## config.mk

```make
export PLATFORM = sky130hd
export DESIGN_NAME = bg_win_fetcher
export DESIGN_NICKNAME = d
export VERILOG_FILES = /design/src/rtl/bg_win_fetcher.sv
export SDC_FILE = /design/constraint.sdc
export NUM_CORES = 1
export LEC_CHECK = 0
export BUFFER_PORTS_ARGS = -buffer_cell sky130_fd_sc_hd__buf_2
export CAP_MARGIN = 5
export CORE_ASPECT_RATIO = 0.7
export CORE_MARGIN = 10
export CORE_UTILIZATION = 50
export DETAILED_ROUTE_END_ITERATION = 6
export GPL_TIMING_DRIVEN = 0
export HOLD_SLACK_MARGIN = 0.02
export PLACE_DENSITY = 0.8
export SYNTH_ARGS = -nofsm -noshare
export SYNTH_HDL_FRONTEND = slang
export SYNTH_SLANG_ARGS = --single-unit
```

## constraint.sdc

```tcl
create_clock -name clk_i -period 2.4 [get_ports clk_i]
set_input_delay 0.24 -clock clk_i [delete_from_list [all_inputs] [get_ports clk_i]]
set_output_delay 0.24 -clock clk_i [all_outputs]
set_load 0.01 [all_outputs]
```

## src/rtl/bg_win_fetcher.sv

```systemverilog
// Background/window tile fetcher for the PPU pixel pipeline.
// Walks the active tile map during mode 3, reads tile index and both bitplanes
// from VRAM and pushes one decoded row of pixels into the BG FIFO.
// Optional CGB attribute fetch is enabled by defining CGB_ATTR_EN; without it
// there is no attribute step, vram_bank stays 0 and palette/priority are 0.
//
// state    | meaning
// IDLE     | outside mode 3, no fetching
// GET_TILE | read tile index from the map
// GET_ATTR | read CGB attribute byte from bank 1 (CGB_ATTR_EN only)
// GET_LOW  | read low bitplane byte
// GET_HIGH | read high bitplane byte
// PUSH     | wait for an empty FIFO, then push the decoded row
module bg_win_fetcher #(
    parameter int STEP_DOTS = 2,
    parameter int PUSH_W    = 8,
    parameter int PAL_W     = 3,
    localparam int PIX_W    = PAL_W + 3
) (
    input  logic                      clk_i,
    input  logic                      reset_i,
    input  logic                      start_i,
    input  logic                      line_end_i,
    input  logic                      frame_start_i,
    input  logic                      win_trigger_i,
    input  logic [7:0]                lcdc_i,
    input  logic [7:0]                scx_i,
    input  logic [7:0]                scy_i,
    input  logic [7:0]                ly_i,
    input  logic [7:0]                vram_rdata_i,
    input  logic                      fifo_empty_i,
    output logic                      vram_req_o,
    output logic [15:0]               vram_addr_o,
    output logic                      vram_bank_o,
    output logic                      fifo_push_o,
    output logic [PUSH_W*PIX_W-1:0]   fifo_data_o,
    output logic                      win_active_o,
    output logic                      busy_o
);

    localparam int DOT_W = (STEP_DOTS > 1) ? $clog2(STEP_DOTS) : 1;

    localparam logic [2:0] ST_IDLE = 3'd0;
    localparam logic [2:0] ST_TILE = 3'd1;
    localparam logic [2:0] ST_LOW  = 3'd2;
    localparam logic [2:0] ST_HIGH = 3'd3;
    localparam logic [2:0] ST_PUSH = 3'd4;
`ifdef CGB_ATTR_EN
    localparam logic [2:0] ST_ATTR = 3'd5;
`endif

    logic [2:0]              state_q;
    logic [DOT_W-1:0]        dot_q;
    logic [4:0]              col_q;
    logic                    win_q;
    logic                    win_seen_q;
    logic [7:0]              win_line_q;
    logic [7:0]              idx_q;
    logic [7:0]              low_q;
    logic [7:0]              high_q;
    logic                    fifo_push_q;
    logic [PUSH_W*PIX_W-1:0] fifo_data_q;

    logic                    fetching;
    logic                    step_last;
    logic [7:0]              row;
    logic [2:0]              fine_row;
    logic                    map_sel;
    logic [15:0]             map_addr;
    logic [15:0]             tile_base;
    logic [15:0]             low_addr;
    logic [15:0]             high_addr;
    logic [PUSH_W*PIX_W-1:0] pix_row;

    logic                    attr_prio;
    logic                    attr_vflip;
    logic                    attr_hflip;
    logic                    attr_bank;
    logic [PAL_W-1:0]        attr_pal;
    logic                    unused_bits;

`ifdef CGB_ATTR_EN
    logic [7:0] attr_q;
    logic       unused_attr;
    assign attr_prio   = attr_q[7];
    assign attr_vflip  = attr_q[6];
    assign attr_hflip  = attr_q[5];
    assign attr_bank   = attr_q[3];
    assign attr_pal    = PAL_W'(attr_q[2:0]);
    assign unused_attr = attr_q[4];
`else
    assign attr_prio  = 1'b0;
    assign attr_vflip = 1'b0;
    assign attr_hflip = 1'b0;
    assign attr_bank  = 1'b0;
    assign attr_pal   = '0;
`endif

    assign unused_bits = ^{lcdc_i[7], lcdc_i[2:0], scx_i[2:0]};

    assign fetching  = (state_q == ST_TILE) || (state_q == ST_LOW) || (state_q == ST_HIGH)
`ifdef CGB_ATTR_EN
                       || (state_q == ST_ATTR)
`endif
                       ;
    assign step_last = (dot_q == DOT_W'(STEP_DOTS - 1));

    // Map and tile-data address generation from the live PPU registers.
    always_comb begin
        row       = win_q ? win_line_q : (scy_i + ly_i);
        fine_row  = attr_vflip ? ~row[2:0] : row[2:0];
        map_sel   = win_q ? lcdc_i[6] : lcdc_i[3];
        map_addr  = {5'b10011, map_sel, row[7:3], col_q};
        tile_base = lcdc_i[4] ? {4'h8, idx_q, 4'h0}
                              : 16'h9000 + {{4{idx_q[7]}}, idx_q, 4'h0};
        low_addr  = tile_base + {12'h000, fine_row, 1'b0};
        high_addr = low_addr + 16'd1;
    end

    // VRAM request: address held for the whole step, strobe on its first dot.
    always_comb begin
        vram_addr_o = 16'h0000;
        vram_bank_o = 1'b0;
        case (state_q)
            ST_TILE: vram_addr_o = map_addr;
`ifdef CGB_ATTR_EN
            ST_ATTR: begin
                vram_addr_o = map_addr;
                vram_bank_o = 1'b1;
            end
`endif
            ST_LOW: begin
                vram_addr_o = low_addr;
                vram_bank_o = attr_bank;
            end
            ST_HIGH: begin
                vram_addr_o = high_addr;
                vram_bank_o = attr_bank;
            end
            default: ;
        endcase
    end

    assign vram_req_o = fetching && (dot_q == '0);

    // Decode the two bitplanes into pixel words, slot 0 leftmost.
    always_comb begin
        logic [2:0] b;
        pix_row = '0;
        for (int i = 0; i < PUSH_W; i++) begin
            b = attr_hflip ? 3'(i) : 3'(7 - i);
            pix_row[i*PIX_W +: PIX_W] = {attr_prio, attr_pal, high_q[b], low_q[b]};
        end
    end

    // Fetch sequencing, event priority and window line counting.
    always_ff @(posedge clk_i) begin
        if (reset_i) begin
            state_q     <= ST_IDLE;
            dot_q       <= '0;
            col_q       <= 5'd0;
            win_q       <= 1'b0;
            win_seen_q  <= 1'b0;
            win_line_q  <= 8'd0;
            idx_q       <= 8'd0;
            low_q       <= 8'd0;
            high_q      <= 8'd0;
            fifo_push_q <= 1'b0;
            fifo_data_q <= '0;
`ifdef CGB_ATTR_EN
            attr_q      <= 8'd0;
`endif
        end else begin
            fifo_push_q <= 1'b0;
            if (frame_start_i) begin
                win_line_q <= 8'd0;
            end
            if (line_end_i) begin
                if (!frame_start_i && win_seen_q) begin
                    win_line_q <= win_line_q + 8'd1;
                end
                state_q    <= ST_IDLE;
                dot_q      <= '0;
                win_q      <= 1'b0;
                win_seen_q <= 1'b0;
            end else if (win_trigger_i && lcdc_i[5] && (state_q != ST_IDLE)) begin
                state_q    <= ST_TILE;
                dot_q      <= '0;
                col_q      <= 5'd0;
                win_q      <= 1'b1;
                win_seen_q <= 1'b1;
            end else if (start_i) begin
                state_q <= ST_TILE;
                dot_q   <= '0;
                col_q   <= scx_i[7:3];
                win_q   <= 1'b0;
            end else if (fetching) begin
                if (step_last) begin
                    dot_q <= '0;
                    case (state_q)
                        ST_TILE: begin
                            idx_q <= vram_rdata_i;
`ifdef CGB_ATTR_EN
                            state_q <= ST_ATTR;
`else
                            state_q <= ST_LOW;
`endif
                        end
`ifdef CGB_ATTR_EN
                        ST_ATTR: begin
                            attr_q  <= vram_rdata_i;
                            state_q <= ST_LOW;
                        end
`endif
                        ST_LOW: begin
                            low_q   <= vram_rdata_i;
                            state_q <= ST_HIGH;
                        end
                        default: begin
                            high_q  <= vram_rdata_i;
                            state_q <= ST_PUSH;
                        end
                    endcase
                end else begin
                    dot_q <= dot_q + DOT_W'(1);
                end
            end else if ((state_q == ST_PUSH) && fifo_empty_i) begin
                fifo_push_q <= 1'b1;
                fifo_data_q <= pix_row;
                col_q       <= col_q + 5'd1;
                state_q     <= ST_TILE;
                dot_q       <= '0;
            end
        end
    end

    assign fifo_push_o  = fifo_push_q;
    assign fifo_data_o  = fifo_data_q;
    assign win_active_o = win_q;
    assign busy_o       = (state_q != ST_IDLE);

endmodule

```

== Word level (Yosys, flattened, before mapping) ==
Index checks and enable logic that the tools add are counted.

* Input port bits: 47
* Logic and storage cells: 79
* ROM bits: 0
* Memories kept: 0
* Register bits after elaboration: 60
* Bits in latches: 0
* Output and inout port bits: 69
* Bits in writable memories: 0

* Add/sub/neg operators: 7
* Muxes and demuxes: 23
* Magnitude comparators: 0
* Bitwise operators: 6
* Reduce and logical (&&, ||, !) cells: 24
* $mul: 0
* Equal/unequal tests: 7
* Divide/modulo/power cells: 0
* Shift operators: 0

{| class="wikitable"
|+ Operator list
! operator !! number
|-
| 16-bit one-hot mux with 3 select lines || 1
|-
| 8-bit 2-to-1 mux || 4
|-
| 5-bit 2-to-1 mux || 4
|-
| 6-bit AND reduction || 3
|-
| 16-bit by 1-bit adder with 16-bit output, second input constant || 1
|-
| 16-bit adder, first input constant || 1
|-
| 16-bit by 4-bit adder with 16-bit output || 1
|-
| 16-bit 2-to-1 mux || 1
|-
| 1-bit 2-to-1 mux || 9
|-
| 3-bit 2-to-1 mux || 3
|-
| 8-bit by 1-bit adder with 8-bit output, second input constant || 1
|-
| 8-bit adder || 1
|-
| 3-bit by 2-bit == test with 1-bit output, second input constant || 2
|-
| 1-bit NOT || 6
|-
| 3-bit one-hot mux with 2 select lines || 1
|-
| 3-bit nonzero test || 2
|-
| 5-bit by 1-bit adder with 5-bit output, second input constant || 1
|-
| 1-bit logical AND || 5
|-
| 5-bit AND reduction || 1
|-
| 5-bit OR reduction || 1
|-
| 4-bit by 3-bit inequality test with 1-bit output, second input constant || 1
|-
| 2-bit AND reduction || 2
|-
| 2-bit nonzero test || 2
|-
| 4-bit nonzero test || 1
|-
| 10 further kinds || 12
|}

== Longest topological paths before layout ==
Gate-level depths: netlist of the first run.

* Word-level depth: 6
* Gate-level depth with buffers: 8
* Mapped depth without buffers: 7

== Least setup slack after synthesis of the first run ==
OpenSTA, ideal clock, no wires.

* Kind: reg-to-reg
* Start point: register state_q[2]
* End point: register fifo_data_q[12], in the netlist fifo_data_o[12]
* Slack: 0.413 ns
* Stages on the path, launching flop included: 9
* Setup time: 0.132 ns
* Data arrival time: 1.855 ns
* Clock period less this slack: 1.987 ns
* Data required time: 2.268 ns
* Buffers on the path: 3
* Cell sequence: dfxtp_1 o311a_4 or2_1 buf_6 or3_1 clkbuf_1 clkbuf_1 nand2_1 a21oi_1

* Longest elaborated chain between the ends: 5
* Elaborated cells between the ends (all ways): 12
* Those cells by class: 4 x eq/ne; 2 x bitwise; 6 x reduce/logical

{| class="wikitable"
|+ Ends and longest elaborated chain
! item !! RTL line !! RTL
|-
| start: declaration || 52 || <nowiki>logic [2:0] state_q;</nowiki>
|-
| start signal: assignment || 159 || <nowiki>state_q <= ST_IDLE;</nowiki>
|-
| start signal: assignment || 182 || <nowiki>state_q <= ST_IDLE;</nowiki>
|-
| start signal: assignment || 187 || <nowiki>state_q <= ST_TILE;</nowiki>
|-
| 3-bit by 1-bit == test with 1-bit output / 3-bit by 2-bit == test with 1-bit output (equally long branches) || 101 || <nowiki>assign fetching = (state_q == ST_TILE) || (state_q == ST_LOW) || (state_q == ST_HIGH)</nowiki>
|-
| 1-bit logical OR (2 in a row) || 101 ||
|-
| 1-bit NOT (no source line) || n/a ||
|-
| 5-bit AND reduction (no source line) * || n/a ||
|-
| end signal: assignment || 229 || <nowiki>fifo_data_q <= pix_row;</nowiki>
|-
| end: declaration || 62 || <nowiki>logic [PUSH_W*PIX_W-1:0] fifo_data_q;</nowiki>
|}

Every way passes the cells marked *; elsewhere a longest branch is shown, timed or not.
A chain may end at the register's enable or synchronous reset.

== Worst setup path in the final report of the first run ==
* Start point: register state_q[2]
* End point: register high_q[0]

* Longest elaborated chain between the ends: 4
* Elaborated cells between the ends (all ways): 11
* Those cells by class: 3 x eq/ne; 2 x bitwise; 6 x reduce/logical

{| class="wikitable"
|+ Ends and longest elaborated chain
! item !! RTL line !! RTL
|-
| 3-bit by 1-bit == test with 1-bit output (tied with other cells) || 101, 200 ||
|-
| 2-bit OR reduction (no source line) (tied with other cells) || n/a ||
|-
| 1-bit NOT (no source line) / 1-bit logical OR (equally long branches) || n/a ||
|-
| 6-bit AND reduction (no source line) * || n/a ||
|-
| end signal: assignment || 220 || <nowiki>high_q <= vram_rdata_i;</nowiki>
|-
| end: declaration || 60 || <nowiki>logic [7:0] high_q;</nowiki>
|}

Marked as above.

==> summary.txt, run 1 <==
Outcome
  – Status: finished, final reports clean

Drt
  – Final wirelength: 8790 µm
  – Remaining DRCs: 0
  – Wirelength per Cell: 15.0 µm
  – DR pass1 iterations: 4
  – Via count: 2950
  – Post-route ant nets: 0
  – DR vias/cell: 5.03
  – DRT iter0 DRCs: 163

Setup path
  – End point of the critical path: high_q[0]
  – Worst-path fanout max: 8
  – Crit path required time: 2.61 ns
  – Flop2flop setup slack: 0.08 ns
  – Critical path launch point type: flop
  – Crit-path cells: o311a_4 -> or2_1 -> buf_6 -> nor4_4 -> mux2i_1 -> nor2_1
  – Worst reg2reg path startpoint: state_q[2]
  – Critical path class: reg -> reg
  – Critical path origin: state_q[2]
  – CP delay by family, top: simple AND/OR/NAND/NOR gates
  – Crit end category: flop
  – CP Depth: 6
  – Crit path largest cell delay: 0.69 ns
  – Register-to-Register Path Depth: 6
  – WP buf/inv: 1
  – R2R Path End: high_q[0]
  – Critical Path AT: 2.53 ns
  – CP max stage cell: nor4_4

STA
  – Worst-Margin Slew: 0.821 ns
  – Slew HR: 44.8%
  – Clock Skew: 0.00653 ns
  – Final-report max-slew violation count: 0
  – RSZ-0062 raised after global routing: yes
  – Hold Fails Final Rpt: 0
  – Period Utilization, post-route: 96.6%
  – Max Fclk: 0.431 GHz
  – Tmin final: 2.32 ns
  – Final setup fails: 0

Synth
  – Synth area leader: dfxtp_1
  – Synth cell types: 44
  – Synthesis warning total: 0
  – Synth area leaders: dfxtp_1, buf_4, nand2_1, a21oi_1, mux2i_1
  – Synthesis-stage register bit count: 60
  – Synth Cell Area: 3180 µm²
  – Predominant post-synthesis flop cell: dfxtp_1
  – Sequential-to-total area share from yosys stat: 37.8%
  – Number of synthesized flops with an enable pin: 0
  – Async set-reset flop share out of synthesis: 0%
  – Syn_area_per_cell: 8.18 µm²
  – Top cell type's share of synthesized area: 37.8%
  – Synth Instances: 388

Placement
  – Final HPWL DP: 6790 µm
  – IO buf count: 71
  – Final Wtd Congestion: 0.896
  – Placed insts: 571

GRT
  – Largest net degree at the start of global routing: 11
  – Vias in the first global route: 2828
  – Grt total ovfl: 0
  – Initial antenna violation count: 0
  – Tot GR Track Use: 16.7%
  – First-pass GRT wire length: 13700 µm

Finish
  – Non-filler instance count after layout: 587
  – # diodes: 0
  – Fraction of layout cells with a size suffix above 1: 26.5%
  – Area growth syn-to-layout: 24.5%
  – Nets: 562

Power
  – Power density over cell area: 526 nW/µm²
  – Peak VDD IR: 0.351 mV
  – Leak: 1.74 nW
  – Post-layout total power: 0.00208 W

Clock tree
  – CTS Buf Count: 9
  – Worst-skew pair later-pin latency: 0.34 ns
  – CTS tree: built
  – Worst-path clk slew: 0.07 ns
  – Clock buffer depth: 2
  – Root Buffer: clkbuf_8
  – Clk sinks: 60
  – H-tree depth: 3

Floorplanning
  – Die ar.: 9990 µm²
  – Width of the die: 115 µm
  – Core Box Area: 6190 µm²
  – Num rows: 24
  – I/O pin cnt: 116
  – Initial core utilization: 51.3%
  – Die H: 86.7 µm

Worst hold path
  – Worst hold path class: in -> reg
  – Hold Crit Start: vram_rdata_i[6]

Flow run
  – Max-cap check violation count: 0
-- per-stage QoR --
| stage | setup TNS [ns] | area, µm² | setup slack, ns | hold WS (ns) | util, % |
|---|---|---|---|---|---|
| 3_3_place_gp | 0 | 3760 | 0.128 | 0.440 | 60.7 |
| 3_5_place_dp | 0 | 3760 | 0.0773 | 0.445 | 60.7 |
| 2_1_floorplan | 0 | 3300 | 0.413 | 0.376 | - |
| 6_report | 0 | 3960 | 0.0822 | 0.166 | 63.9 |
| 4_1_cts | 0 | 3930 | 0.0339 | 0.159 | 63.5 |
| 5_1_grt | -0.0179 | 3960 | -0.0119 | 0.161 | 63.9 |
-- power by group --
| group | leakage [nW] | internal [W] | switching [W] |
|---|---|---|---|
| Combinational | 1.16 | 0.000128 | 0.000156 |
| Sequential | 0.484 | 0.00100 | 0.00000731 |
| Clock | 0.0893 | 0.000422 | 0.000367 |
| Total | 1.74 | 0.00155 | 0.000531 |
-- cells in the mapped netlist, drive strengths merged, types with 2 or more instances --
cell type / count
ha: 9
nand3b: 2
nor3b: 2
inv: 5
mux2i: 20
nor2b: 2
or3: 7
nand4: 2
nand2: 69
xor2: 8
or2: 3
a22oi: 2
a21oi: 40
buf: 40
o31ai: 6
a22o: 2
nor3: 9
xnor2: 7
dfxtp: 60
a21o: 3
o41ai: 2
clkbuf: 16
nor2: 37
nand3: 9
a32oi: 4
o21ai: 11
-- worst min-delay path by stage --
stage                     slack (ns)              end  cells after the start
final                           0.17         idx_q[6]                      3
after global routing            0.16         idx_q[3]                      3
after CTS                       0.16         idx_q[7]                      3
after detailed placement        0.45  fifo_data_o[18]                      2
after global placement          0.44  fifo_data_o[30]                      2
after floorplan                 0.38         idx_q[0]                      2
-- kinds of logic after synthesis --
group,after synthesis,share of synthesized area [%]
adders and majority gates,10,4.18
buffers and inverters,61,11.7
and+or+nand+nor,146,21.2
AOI/OAI and AO/OA,75,14.6
DFF,60,37.8
muxes,20,6.30
other,1,0.118
xor gates and xnor gates,15,4.14
-- cell usage in the layout (no fill, tap or decap), types with 3 or more instances in the layout --
master    Yosys  routed
mux2i_1      20      20
buf_4        35      35
a21oi_1      40      40
clkbuf_1     16      15
xnor2_1       7       7
clkbuf_8      0      11
clkbuf_2      0       3
inv_1         5       5
xor2_1        8       8
nor3_1        6       6
dfxtp_1      60      60
a32oi_1       4       4
o21ai_0      11      11
or3_1         7       7
o31ai_1       6       6
nand2_1      69      69
conb_1        1      35
ha_1          9       9
buf_2         3      74
nand3_1       9       9
a21o_1        3       3
nor2_1       37      37
-- what timing repair did --
item | 4_1_cts | 5_1_grt
resized for setup | 0 | 7
buffers inserted | 0 | 1
setup endpoints to repair | 0 | 29
hold buffers | 0 | 0
-- final cells by class --
type                       instances  area [µm²]
sequential                        60        1200
timing repair buffer              72         375
multi-input combinational        301        1740
clock inverter                     2        10.0
tap                               78        97.6
clock buffer                      13         159
fill                             562        2230
buffer                            56         357
inverter                           5        18.8
-- registers in the layout, indices dropped and copies added (netlist names) --
register      count
col_q             5
high_q            8
win_active_o      1
idx_q             8
fifo_push_o       1
fifo_data_o      16
state_q           3
low_q             8
win_seen_q        1
dot_q             1
win_line_q        8
-- tightest hold or removal path: stages --
cell,delay [ns]
buf_2,0.11
nand2_1,0.05
a21oi_1,0.05
-- layer usage --
metal	part of all wire, %	global-route usage (%)	vias to the layer above
li1	-	-	1484
met1	40	19.8	1342
met2	47	26.5	105
met3	9.9	7.59	19
met4	2.3	5.16	0
met5	0	0	-
Note: power is estimated with default switching activity, not from simulation.
==> run 2: changes to the inputs <==
--- a/config.mk
+++ b/config.mk
@@ -5,6 +5,7 @@
 export SDC_FILE = /design/constraint.sdc
 export NUM_CORES = 1
 export LEC_CHECK = 0
+export ABC_AREA = 1
 export BUFFER_PORTS_ARGS = -buffer_cell sky130_fd_sc_hd__buf_2
 export CAP_MARGIN = 5
 export CORE_ASPECT_RATIO = 0.7
@@ -13,7 +14,7 @@
 export DETAILED_ROUTE_END_ITERATION = 6
 export GPL_TIMING_DRIVEN = 0
 export HOLD_SLACK_MARGIN = 0.02
-export PLACE_DENSITY = 0.8
+export PLACE_DENSITY = 0.79
 export SYNTH_ARGS = -nofsm -noshare
 export SYNTH_HDL_FRONTEND = slang
 export SYNTH_SLANG_ARGS = --single-unit
==> run 2 against run 1 <==
Net effect:
- die area increased by 4.5%
- critical path type is now reg -> out
- sequential power about the same
- sequential cell count unchanged
- clock power increased by 25%
- clock-buffer cell count decreased by 1
- non-clock buffer count decreased by 6
- highest routed layer unchanged
- routed wire length increased by 1.4%
- utilization increased by 2.2 points
- power increased by 11%
- critical endpoint is now vram_addr_o[12]
==> summary.txt, run 2 <==
Synth
  – Sequential-to-total area share from yosys stat: 35.8%
  – Synth area leader: dfxtp_1
  – Top cell type's share of synthesized area: 35.8%
  – Synth Cell Area: 3350 µm²
  – Syn_area_per_cell: 7.03 µm²
  – Synth area leaders: dfxtp_1, nor2_1, nand2_1, buf_4, o21ai_0
  – Number of synthesized flops with an enable pin: 0
  – Synthesis-stage register bit count: 60
  – Predominant post-synthesis flop cell: dfxtp_1
  – Synth cell types: 38
  – Count leader, synth: nor2_1
  – Most frequent cells after synthesis: nor2_1, nand2_1, dfxtp_1, inv_1, o21ai_0
  – Synth Instances: 477
  – Synthesis warning total: 0
  – Async set-reset flop share out of synthesis: 0%

Clock tree
  – Clock buffer depth: 2
  – Root Buffer: clkbuf_8
  – Worst-skew pair later-pin latency: 0.33 ns
  – Clk sinks: 60
  – CTS tree: built
  – CTS Buf Count: 9
  – H-tree depth: 3
  – Worst-path clk slew: 0.06 ns

Worst hold path
  – Hold Crit Start: vram_rdata_i[1]
  – Worst hold path class: in -> reg

Floorplanning
  – Die H: 88.5 µm
  – Width of the die: 118 µm
  – Core Box Area: 6370 µm²
  – Num rows: 24
  – Initial core utilization: 52.7%
  – Die ar.: 10400 µm²
  – I/O pin cnt: 116

Power
  – P_sw: 0.000561 W
  – Pint: 0.00174 W
  – Clk network pwr share: 43.0%
  – Logic pwr share: 13.3%
  – Leak: 2.07 nW
  – Register share of total power: 43.8%
  – Power density over cell area: 548 nW/µm²
  – Post-layout total power: 0.00231 W
  – Peak VDD IR: 0.276 mV
  – Sw frac: 24.3%

STA
  – Max Fclk: 0.424 GHz
  – Hold Fails Final Rpt: 0
  – Tmin final: 2.36 ns
  – Final-report max-slew violation count: 0
  – Hold Slack: 0.171 ns
  – Worst-Margin Slew: 0.559 ns
  – Final WS setup: 0.0419 ns
  – Final setup fails: 0
  – RSZ-0062 raised after global routing: yes
  – Setup TNS: 0 ns
  – Slew HR: 62.6%
  – Period Utilization, post-route: 98.3%
  – Clock Skew: 0.00624 ns

Setup path
  – CP max stage cell: dfxtp_1
  – Critical path class: reg -> out
  – Worst-path fanout max: 6
  – Crit path largest cell delay: 0.42 ns
  – WP buf/inv: 4
  – Critical Path AT: 2.12 ns
  – Critical path origin: state_q[2]
  – Crit end category: primary output
  – Critical path launch point type: flop
  – Crit path required time: 2.16 ns
  – Crit-path cells: inv_2 -> nand2_1 -> nor2_4 -> clkinvlp_2 -> buf_4 -> o41ai_1 -> buf_2
  – CP delay by family, top: buffers and inverters
  – Worst reg2reg path startpoint: state_q[1]

Finish
  – Max reg flops: 16
  – Layout Utilization: 66.1%
  – Commonest non-fill, non-tap cell in the layout: nor2_1
  – Fraction of layout cells with a size suffix above 1: 25.9%
  – # diodes: 0
  – Nets: 655
  – Most frequent cells in the layout: nor2_1, nand2_1, buf_2, dfxtp_1
  – Area growth syn-to-layout: 25.5%

GRT
  – GRT busiest layer: met2
  – Grt total ovfl: 0
  – Grt met3 use: 6.04%
  – Met2 usage: 28.2%
  – Tot GR Track Use: 16.3%
  – First-pass GRT wire length: 14100 µm
  – Initial antenna violation count: 0
  – Vias in the first global route: 3038
  – Largest net degree at the start of global routing: 11
  – GR Layer Usage met1: 19.2%

Placement
  – Final HPWL DP: 7050 µm
  – IO buf count: 72
  – Worst Setup Slack post-DPL: 0.425 ns
  – Final Wtd Congestion: 0.851

Flow run
  – Max-cap check violation count: 0

Drt
  – Via count: 3284
  – DRT iter0 DRCs: 206
  – DR vias/cell: 4.73
  – Remaining DRCs: 0
  – Final wirelength: 8910 µm
  – Wirelength per Cell: 12.8 µm
  – Post-route ant nets: 0
  – DR pass1 iterations: 5

Outcome
  – Status: finished, final reports clean
[run 2: cell count changes in the layout (fill, tap and decap cells not counted), moves of 12 or more]
cell     delta
nand3_1    +12
nand2_1    +12
o21ai_0    +36
nor2_1     +45
inv_1      +42
mux2i_1    -20
[run 2: area by class of cell]
type,instances,area [µm²]
Timing Repair Buffer,75,383
Clock inverter,4,72.6
Timing Repair inverter,1,5.00
Fill cell,607,2160
Clock buffer,12,145
Tap cell,91,114
Sequential cell,60,1200
Multi-Input combinational cell,351,1730
Buffer,47,350
Inverter,53,211
[run 2: power by group through the flow]
stage | clock, W | combinational (W) | sequential (W)
after CTS | 0.00101 | 0.000294 | 0.00101
after floorplan | 0 | 0.000208 | 0.00103
after global placement | 0 | 0.000286 | 0.00103
after detailed placement | 0 | 0.000293 | 0.00103
final | 0.000991 | 0.000306 | 0.00101
after global routing | 0.00106 | 0.000344 | 0.00101
[run 2: per-stage QoR]
step | area [µm²] | std cells
after global routing | 4210 | 694
final | 4210 | 694
after CTS | 4170 | 690
after global placement | 3960 | 674
after detailed placement | 3960 | 674
after floorplan | 3480 | 511
[run 2: final timing paths]
check | endpoint | slack, ns | cells past startpoint
hold / removal | high_q[1] | 0.17 | 3
setup / recovery | vram_addr_o[12] | 0.04 | 7
hold reg to reg | low_q[5] | 0.44 | 2
setup reg to reg | low_q[7] | 0.66 | 8
[run 2: cell families after synthesis]
kind of cell | Yosys count | synth area share (%)
AND/OR/NAND/NOR | 207 | 27.9
XOR/XNOR | 2 | 0.522
adder cells (fa/ha/maj) | 10 | 3.95
flip-flops | 60 | 35.8
other | 1 | 0.112
AO/OA/AOI/OAI | 97 | 15.2
buffers and inverters | 100 | 16.5
[run 2: metal layers]
layer | vias to the layer above | routed length (µm)
li1 | 1701 | -
met1 | 1464 | 4010
met3 | 12 | 577
met5 | - | 0
met4 | 0 | 63
met2 | 107 | 4260
[run 2: worst min-delay path, stage by stage]
cell and delay, ns:
buf_2 0.10, nor2_1 0.05, nor2_1 0.08
[run 2: what timing repair did]
item                                    4_1_cts  5_1_grt
resized for setup                             0        2
setup buffers                                 0        3
hold buffers                                  0        0
endpoints found under the setup margin        0        5
